===== src/rtl/pipe_credit_drain_if.sv =====
// Handshake bundle around the drain stage: upstream credit, pipeline output tap, downstream ready/valid.
interface pipe_credit_drain_if #(
  parameter int M     = 3,
  parameter int DEPTH = 8
);
  localparam int CW = $clog2(DEPTH + 1);

  logic          in_valid;
  logic          in_ready;
  logic [M-1:0]  pipe_out;
  logic [M-1:0]  out_data;
  logic          out_valid;
  logic          out_ready;
  logic [CW-1:0] count;

  modport slave (
    input  in_valid, pipe_out, out_ready,
    output in_ready, out_data, out_valid, count
  );

  modport master (
    output in_valid, pipe_out, out_ready,
    input  in_ready, out_data, out_valid, count
  );
endinterface


===== src/rtl/pipe_credit_drain.sv =====
// Credit-gated output FIFO for a fixed-latency, non-stallable M x N pipeline.
// Optional feature macro: PIPE_CREDIT_DRAIN_BYPASS_EN (empty-FIFO bypass, latency N instead of N+1).
module pipe_credit_drain #(
  parameter int M     = 3,
  parameter int N     = 4,
  parameter int DEPTH = 8
) (
  input  logic              clk,
  input  logic              rst_n,
  pipe_credit_drain_if.slave bus
);
  localparam int CW = $clog2(DEPTH + 1);
  localparam int PW = (DEPTH > 1) ? $clog2(DEPTH) : 1;
  localparam int IW = $clog2(N + 1);

  logic [N-1:0]  r_vld;
  logic [IW-1:0] r_inflight;
  logic [CW-1:0] r_count;
  logic [PW-1:0] r_head;
  logic [PW-1:0] r_tail;
  logic [M-1:0]  r_mem [DEPTH];

  logic          w_accept;
  logic          w_vld_n;
  logic          w_bypass;
  logic          w_push;
  logic          w_pop;
  logic          w_out_valid;
  logic [M-1:0]  w_out_data;
  logic [PW-1:0] w_head_nxt;
  logic [PW-1:0] w_tail_nxt;

  // Credits cover FIFO occupancy plus every beat still travelling the pipeline.
  assign bus.in_ready = (int'(r_count) + int'(r_inflight)) < DEPTH;
  assign w_accept     = bus.in_valid && bus.in_ready;
  assign w_vld_n      = r_vld[N-1];

`ifdef PIPE_CREDIT_DRAIN_BYPASS_EN
  always_comb begin
    w_out_valid = (r_count != '0) || w_vld_n;
    w_out_data  = '0;
    if (r_count != '0)
      w_out_data = r_mem[r_head];
    else if (w_vld_n)
      w_out_data = bus.pipe_out;
    w_bypass    = (r_count == '0) && w_vld_n && bus.out_ready;
  end
`else
  always_comb begin
    w_out_valid = (r_count != '0);
    w_out_data  = w_out_valid ? r_mem[r_head] : '0;
    w_bypass    = 1'b0;
  end
`endif

  assign bus.out_valid = w_out_valid;
  assign bus.out_data  = w_out_data;
  assign bus.count     = r_count;

  assign w_push     = w_vld_n && !w_bypass;
  assign w_pop      = bus.out_ready && (r_count != '0);
  assign w_head_nxt = (r_head == PW'(DEPTH - 1)) ? '0 : r_head + PW'(1);
  assign w_tail_nxt = (r_tail == PW'(DEPTH - 1)) ? '0 : r_tail + PW'(1);

  // Control state: valid line, in-flight credits, occupancy and pointers.
  always_ff @(posedge clk or negedge rst_n) begin
    if (!rst_n) begin
      r_vld      <= '0;
      r_inflight <= '0;
      r_count    <= '0;
      r_head     <= '0;
      r_tail     <= '0;
    end else begin
      r_vld      <= (r_vld << 1) | N'(w_accept);
      r_inflight <= r_inflight + IW'(w_accept) - IW'(w_vld_n);
      case ({w_push, w_pop})
        2'b10:   r_count <= r_count + CW'(1);
        2'b01:   r_count <= r_count - CW'(1);
        default: r_count <= r_count;
      endcase
      if (w_pop)
        r_head <= w_head_nxt;
      if (w_push)
        r_tail <= w_tail_nxt;
    end
  end

  // Storage is data-only and never needs clearing: occupancy gates every read.
  always_ff @(posedge clk) begin
    if (w_push)
      r_mem[r_tail] <= bus.pipe_out;
  end

  // Unreachable while N and DEPTH match the real pipeline; catches a mis-sized instance.
  assert property (@(posedge clk) disable iff (!rst_n)
    !(w_push && (r_count == CW'(DEPTH)) && !w_pop));

endmodule

===== src/flat_wrapper.sv =====
// flat-port wrapper written by rule: the top's interface ports become plain ports
module pipe_credit_drain_flat 
#(
  parameter int M     = 3,
  parameter int N     = 4,
  parameter int DEPTH = 8
)
  (clk, rst_n, bus_in_valid, bus_pipe_out, bus_out_ready, bus_in_ready, bus_out_data, bus_out_valid, bus_count);
  pipe_credit_drain_if #(.M(M), .DEPTH(DEPTH)) bus_i ();
  input  logic clk;
  input  logic rst_n;
  input wire logic [$bits(bus_i.in_valid)-1:0] bus_in_valid;
  input wire logic [$bits(bus_i.pipe_out)-1:0] bus_pipe_out;
  input wire logic [$bits(bus_i.out_ready)-1:0] bus_out_ready;
  output wire logic [$bits(bus_i.in_ready)-1:0] bus_in_ready;
  output wire logic [$bits(bus_i.out_data)-1:0] bus_out_data;
  output wire logic [$bits(bus_i.out_valid)-1:0] bus_out_valid;
  output wire logic [$bits(bus_i.count)-1:0] bus_count;
  assign bus_i.in_valid = bus_in_valid;
  assign bus_i.pipe_out = bus_pipe_out;
  assign bus_i.out_ready = bus_out_ready;
  assign bus_in_ready = bus_i.in_ready;
  assign bus_out_data = bus_i.out_data;
  assign bus_out_valid = bus_i.out_valid;
  assign bus_count = bus_i.count;
  pipe_credit_drain #(.M(M), .N(N), .DEPTH(DEPTH)) u_core (.clk(clk), .rst_n(rst_n), .bus(bus_i));
endmodule

===== config.mk =====
export PLATFORM = sky130hd
export DESIGN_NAME = pipe_credit_drain_flat
export DESIGN_NICKNAME = d
export VERILOG_FILES = /design/src/rtl/pipe_credit_drain_if.sv /design/src/rtl/pipe_credit_drain.sv /design/src/flat_wrapper.sv
export SDC_FILE = /design/constraint.sdc
export NUM_CORES = 1
export LEC_CHECK = 0
export CORE_AREA = 2 2 90 92
export DETAILED_ROUTE_END_ITERATION = 8
export DIE_AREA = 0 0 92 94
export MAX_ROUTING_LAYER = met4
export PLACE_DENSITY = 0.39
export SYNTH_ARGS = -nofsm -noshare
export SYNTH_HDL_FRONTEND = slang
export SYNTH_SLANG_ARGS = --single-unit

===== constraint.sdc =====
create_clock -name clk -period 2.55 [get_ports clk]
set_input_delay 0.255 -clock clk [delete_from_list [all_inputs] [get_ports clk]]
set_output_delay 0.255 -clock clk [all_outputs]
set_load 0.01 [all_outputs]

==> flow_summary.yaml, run 1 <==
pwr:
  power_mw: 2.92
  leakagePower_nw: 0.915
  ir_drop_uv: 526
  power.density_nw_per_um2: 1230
grt:
  grt_pass1_wl_um: 5860
  grt_pass1_vias: 1174
  grt_max_degree: 18
  grt_usage_pct: 9.30
  grt-ovfl-total: 0
  antenna_found_initial: 0
synthesis:
  synthesis.area_sq_um: 1870
  ys_seq_area_share_pct: 61.3
  avgSynthCellArea_sq_um: 15.2
  synth-seq-cells: 41
  synth_warnings: 0
  synth_cells: 123
  synth_cell_types: 31
  syn_nets: 143
drt:
  drtPass1Iterations: 4
  viasPerCell: 4.22
  drtIter0Drc: 24
  num_vias: 1071
  route.detailed.drc: 0
  ant_nets: 0
  routed_wl_um: 3560
  wire_per_inst_um: 14.0
timing:
  setup-tns-final_ns: 0
  rsz0062_at_grt: "no"
  finalClockSkew_ns: 0.00330
  worst_pin_slew_ns: 0.820
  drv_slew: 0
  finalSetupViolCount: 0
  layout_min_cycle_time_ns: 2.40
  fmax_mhz: 416
  slew_headroom_pct: 45.2
  hold_viol: 0
  finalCritPeriodShare_pct: 94.2
floorplan:
  die-area_sq_um: 8650
  die_h_um: 94
  fp-row-count: 32
  core_sq_um: 7610
  die_w_um: 92
  initial_utilization_pct: 24.6
  num_io_pins: 16
clock_network:
  clockBufferDepth: 2
  cts_made_buffers: 5
  insertion_delay_ns: 0.29
  clock-sinks: 41
  clock-root-buffer: "clkbuf_8"
  cts.htree.levels: 2
  clk_pin_slew_worst_paths_ns: 0.08
  cts_tree: "built"
critical_path:
  cpMostUsedCell: "ha_4"
  cp_cell_sequence: "or4_4 > nand2_4 > inv_1 > ha_4 > buf_4 > ha_4 > a21oi_2 > mux2_2 > o211ai_1"
  cp_slowest_cell: "or4_4"
  cp-end-kind: "flop"
  path_buf_inv: 2
  required_ns: 2.75
  cp_top_family: "simple AND/OR/NAND/NOR gates"
  crit_type: "reg -> reg"
  crit_arrival_ns: 2.61
  slowest_delay_ns: 0.56
  start_kind: "flop"
  crit_path_max_fanout: 8
placed_design:
  gp_congestion: 0.768
  dp_hpwl_um: 2730
  dp_cells: 243
  portBuffers: 15
status:
  status: "finished clean"
layout:
  drive_gt1_share_pct: 28.3
  layout.cells.non_filler: 254
  multi_input_area_sq_um: 737
  register_area_sq_um: 1150
  nFillCells: 776
  diodes: 0
  layout_common_cells: "edfxtp_1 (24), dfrtp_1 (15), clkdlybuf4s50_1 (12)"
  nNetsFinal: 171
  final_common_cell: "edfxtp_1"
  syn_to_final_growth_pct: 26.4
hold_path:
  min_path_type: "reg -> reg"
flow_run:
  maxCapViolations: 0
[cell families after synthesis]
logic type	count (synthesis)	synth area share, %
buffers and inverters	13	2.74
xor gates and xnor gates	4	1.87
adders and majority gates	13	9.50
and+or+nand+nor	27	8.37
DFF	41	61.3
muxes	13	11.4
AOI/OAI and AO/OA	12	4.82
[flip-flops by register name, summed over array words and instances, names as in the netlist]
name	count
u_core.r_vld	4
u_core.r_tail	3
u_core.r_inflight	3
u_core.r_mem	24
u_core.r_head	3
u_core.bus.count	4
[metrics by stage]
step           cell area, sq um  worst slack [ns]  hold slack (ns)  util (%)
5_1_grt                    2360            0.0298            0.364      31.1
4_1_cts                    2320           0.00972            0.358      30.5
2_1_floorplan              1900           0.00707          -0.0406         -
3_5_place_dp               2210           -0.0274            0.337      29.1
6_report                   2360             0.148            0.354      31.1
3_3_place_gp               2210            0.0775            0.335      29.1
[per-layer routing]
layer	GRT usage (%)	vias to the layer above	wire length, um
met5	-	-	0
met4	3.73	0	21
met3	2.01	2	116
met2	16.4	19	1910
met1	10.4	533	1510
li1	-	517	-
[final timing paths]
check / start / end / slack (ns) / cells after the start
max in group asynchronous: rst_n / u_core.r_head[0] / 1.55 / 1
min in group asynchronous: rst_n / u_core.r_inflight[2] / 0.44 / 1
worst max-delay path: u_core.bus.count[0] / u_core.bus.count[3] / 0.15 / 9
worst min register to register: u_core.r_vld[2] / u_core.r_vld[3] / 0.35 / 0
worst max register to register: u_core.bus.count[0] / u_core.bus.count[3] / 0.15 / 9
worst min-delay path: u_core.r_vld[2] / u_core.r_vld[3] / 0.35 / 0
[where the power goes]
| group | total (mW) | internal [mW] | switching [mW] |
|---|---|---|---|
| clock | 0.411 | 0.189 | 0.222 |
| combinational | 1.43 | 0.808 | 0.626 |
| sequential | 1.07 | 0.898 | 0.173 |
| total | 2.92 | 1.89 | 1.02 |
[timing repair]
item,4_1_cts,5_1_grt
pin swaps,1,3
endpoints found under the setup margin,2,5
hold buffers,0,0
gates cloned,0,0
gates resized for setup,2,7
buffers inserted,2,1
[Yosys cell counts]
library cell | instances | area [sq um]
clkbuf_1 | 1 | 3.75
mux2_2 | 6 | 67.6
xor2_1 | 1 | 8.76
xnor2_1 | 3 | 26.3
and2_1 | 1 | 6.26
nor3b_1 | 3 | 22.5
buf_2 | 2 | 10.0
inv_1 | 10 | 37.5
ha_1 | 11 | 138
or4_4 | 1 | 11.3
a31o_2 | 1 | 8.76
fa_1 | 2 | 40.0
edfxtp_1 | 24 | 721
dfrtp_1 | 17 | 425
or4b_2 | 1 | 10.0
nor2b_4 | 1 | 13.8
mux2i_1 | 1 | 10.0
nand2_1 | 5 | 18.8
o211ai_1 | 1 | 7.51
and2_4 | 1 | 8.76
nor3_1 | 2 | 10.0
nor2_1 | 7 | 26.3
a21oi_1 | 2 | 10.0
a211oi_1 | 1 | 7.51
a2111o_1 | 1 | 11.3
a22o_1 | 3 | 26.3
o311ai_0 | 1 | 8.76
nand3_1 | 2 | 10.0
o21ai_0 | 2 | 10.0
mux4_2 | 6 | 135
nand2b_1 | 3 | 18.8
[final cells by class]
| cell class | instances | share of cell area, % |
|---|---|---|
| multi-input cells | 69 | 31.2 |
| repair buffers | 24 | 9.53 |
| well taps | 102 | 5.40 |
| clock buffers | 5 | 2.91 |
| flip-flops and latches | 41 | 48.6 |
| clock inverters | 3 | 0.742 |
| inverters | 10 | 1.59 |
Note: power is estimated with default switching activity, not from simulation.
==> run 2, diff against run 1 <==
- MAX_ROUTING_LAYER: met4 -> unset
- PLACE_DENSITY: 0.39 -> unset
- PLACE_DENSITY_LB_ADDON: unset -> 0.2
==> run 2 against run 1 <==
  * Global-route usage decreased by 0.24 points
  * Clock skew grew 0.0054 ns
  * Sequential share of layout area shrank 0.10 points
  * Register-to-register slack better by 0.03 ns
  * Clock power up 29%
  * Clock-buffer cell count stayed put
  * Critical endpoint unchanged
  * Largest cell class unchanged
==> flow_summary.yaml, run 2 (same netlist as run 1, synthesis figures left out) <==
pwr:
  power_frac_seq_pct: 35.9
  ir_drop_uv: 497
  swShare_pct: 34.2
  power_switching_mw: 1.02
  leakagePower_nw: 0.920
  p_int_mw: 1.98
  combPwrFrac_pct: 46.5
  power.density_nw_per_um2: 1270
  clock_power_share_pct: 17.7
floorplan:
  fp-row-count: 32
  die_h_um: 94
  die-area_sq_um: 8650
  num_io_pins: 16
  core_sq_um: 7610
  die_w_um: 92
  initial_utilization_pct: 24.6
placed_design:
  portBuffers: 15
  dp_hpwl_um: 2590
  pre_cts_ws_ns: 0.0387
  dpl_cell_area_sq_um: 2210
  gp_congestion: 0.748
  dp_cells: 243
timing:
  worst_pin_slew_ns: 0.819
  fmax_mhz: 421
  finalClockSkew_ns: 0.00866
  layout_min_cycle_time_ns: 2.37
  finalSetupViolCount: 0
  setup_ws_ns: 0.177
  setup-tns-final_ns: 0
  drv_slew: 0
  whs_ns: 0.350
  finalCritPeriodShare_pct: 93.0
  hold_viol: 0
  rsz0062_at_grt: "no"
  slew_headroom_pct: 45.3
grt:
  grt_max_degree: 18
  grt_pass1_wl_um: 5900
  grt_usage_pct: 9.07
  grt-ovfl-total: 0
  grt_pass1_vias: 1207
  antenna_found_initial: 0
drt:
  drtPass1Iterations: 4
  wl_met1_um: 1560
  dr.max_layer_used: "met4"
  route.detailed.drc: 0
  routed_wl_um: 3490
  num_vias: 1064
  wire_per_inst_um: 13.8
  ant_nets: 0
  wl_met3_um: 140
  drtIter0Drc: 108
  viasPerCell: 4.21
  wl_met2_um: 1750
clock_network:
  clockBufferDepth: 2
  clock-sinks: 41
  cts_tree: "built"
  clk_pin_slew_worst_paths_ns: 0.08
  cts.htree.levels: 2
  insertion_delay_ns: 0.29
  cts_hold_buf: 0
  clock-root-buffer: "clkbuf_8"
  cts_made_buffers: 5
critical_path:
  start_kind: "flop"
  r2r_end: "u_core.bus.count[3]"
  crit_type: "reg -> reg"
  rr_startpoint: "u_core.bus.count[2]"
  cp_cell_sequence: "or4_4 > nand2_4 > inv_1 > ha_4 > ha_4 > or4b_4 > o311ai_2 > o211ai_1"
  crit_path_max_fanout: 5
  ff2ff_setup_slack_ns: 0.18
  crit_arrival_ns: 2.54
  cpMostUsedCell: "ha_4"
  required_ns: 2.72
  slowest_delay_ns: 0.56
  r2r_cells: 8
  cp-end-kind: "flop"
  cp_slowest_cell: "or4_4"
layout:
  drive_gt1_share_pct: 26.5
  layout.cells.non_filler: 253
  final_common_cell: "edfxtp_1"
  regMostFlops: "u_core.r_mem"
  diodes: 0
  syn_to_final_growth_pct: 26.6
  nNetsFinal: 170
  largest_register_ff_count: 24
  design_area_sq_um: 2370
  layout_common_cells: "edfxtp_1 (24), dfrtp_1 (15), clkdlybuf4s50_1 (12)"
hold_path:
  min_path_type: "reg -> reg"
  worstHoldEndpoint: "u_core.r_vld[3]"
  holdCritStartpoint: "u_core.r_vld[2]"
  worst_hold_path.num_cells: 0
status:
  status: "finished clean"
flow_run:
  maxCapViolations: 0
-- run 2: cell types whose count changed in the layout (fill, tap and decap cells not counted) --
cell / delta
ha_4: -1
clkinv_2: -2
clkinv_4: +1
buf_4: -1
a21oi_2: -1
ha_1: +1
bufinv_16: +1
a21oi_1: +1
-- run 2: stage by stage --
stage	util (%)	power, mW
final	31.1	3.00
after global routing	31.1	3.25
after CTS	30.7	3.01
after detailed placement	29.1	2.45
after global placement	29.1	2.41
after floorplan	-	1.94
-- run 2: worst max path at each step --
stage                              from              endpoint  slack (ns)  depth (start not counted)
global route        u_core.bus.count[1]  u_core.r_inflight[2]        0.06                          9
global placement    u_core.bus.count[1]  u_core.r_inflight[2]        0.08                          9
CTS                 u_core.bus.count[0]       bus_out_data[2]       0.004                          5
floorplan           u_core.bus.count[0]   u_core.bus.count[3]       0.007                          8
detailed placement  u_core.bus.count[1]   u_core.bus.count[3]        0.04                          8
finish              u_core.bus.count[2]   u_core.bus.count[3]        0.18                          8
-- run 2: layout make-up --
type | count | area (sq um)
Sequential cell | 41 | 1150
Timing Repair Buffer | 23 | 218
Clock inverter | 3 | 46.3
Clock buffer | 5 | 68.8
Tap cell | 102 | 128
Multi-Input combinational cell | 69 | 721
Inverter | 10 | 37.5
Fill cell | 784 | 5240
-- run 2: power groups by stage --
stage	Sequential, mW	Clock, mW	Combinational (mW)
2_1_floorplan	1.05	0	0.890
3_3_place_gp	1.09	0	1.32
3_5_place_dp	1.10	0	1.35
4_1_cts	1.08	0.549	1.37
5_1_grt	1.11	0.584	1.55
6_report	1.08	0.530	1.39
-- run 2: metal layers --
metal	vias to the layer above	global-route usage (%)
li1	507	-
met1	533	11.2
met2	19	15.1
met3	5	3.45
met4	0	2.24
met5	-	0
-- run 2: timing repair --
item	4_1_cts	5_1_grt
pin swaps	0	3
resized for setup	0	7
endpoints found under the setup margin	3	5
buffers inserted	1	1
-- run 2: critical path, delay by kind of cell, from the launching register on --
kind / cells / cell delay (ns)
AO/OA/AOI/OAI: 2 / 0.22
adder cells (fa/ha/maj): 2 / 0.41
buffers and inverters: 1 / 0.06
flip-flops: 1 / 0.40
AND/OR/NAND/NOR: 3 / 1.16
==> run 3, diff against run 2 <==
- SLEW_MARGIN: unset -> 15
==> results of run 3 <==
Same layout as run 2: the final DEF is identical, and so are final timing and power.
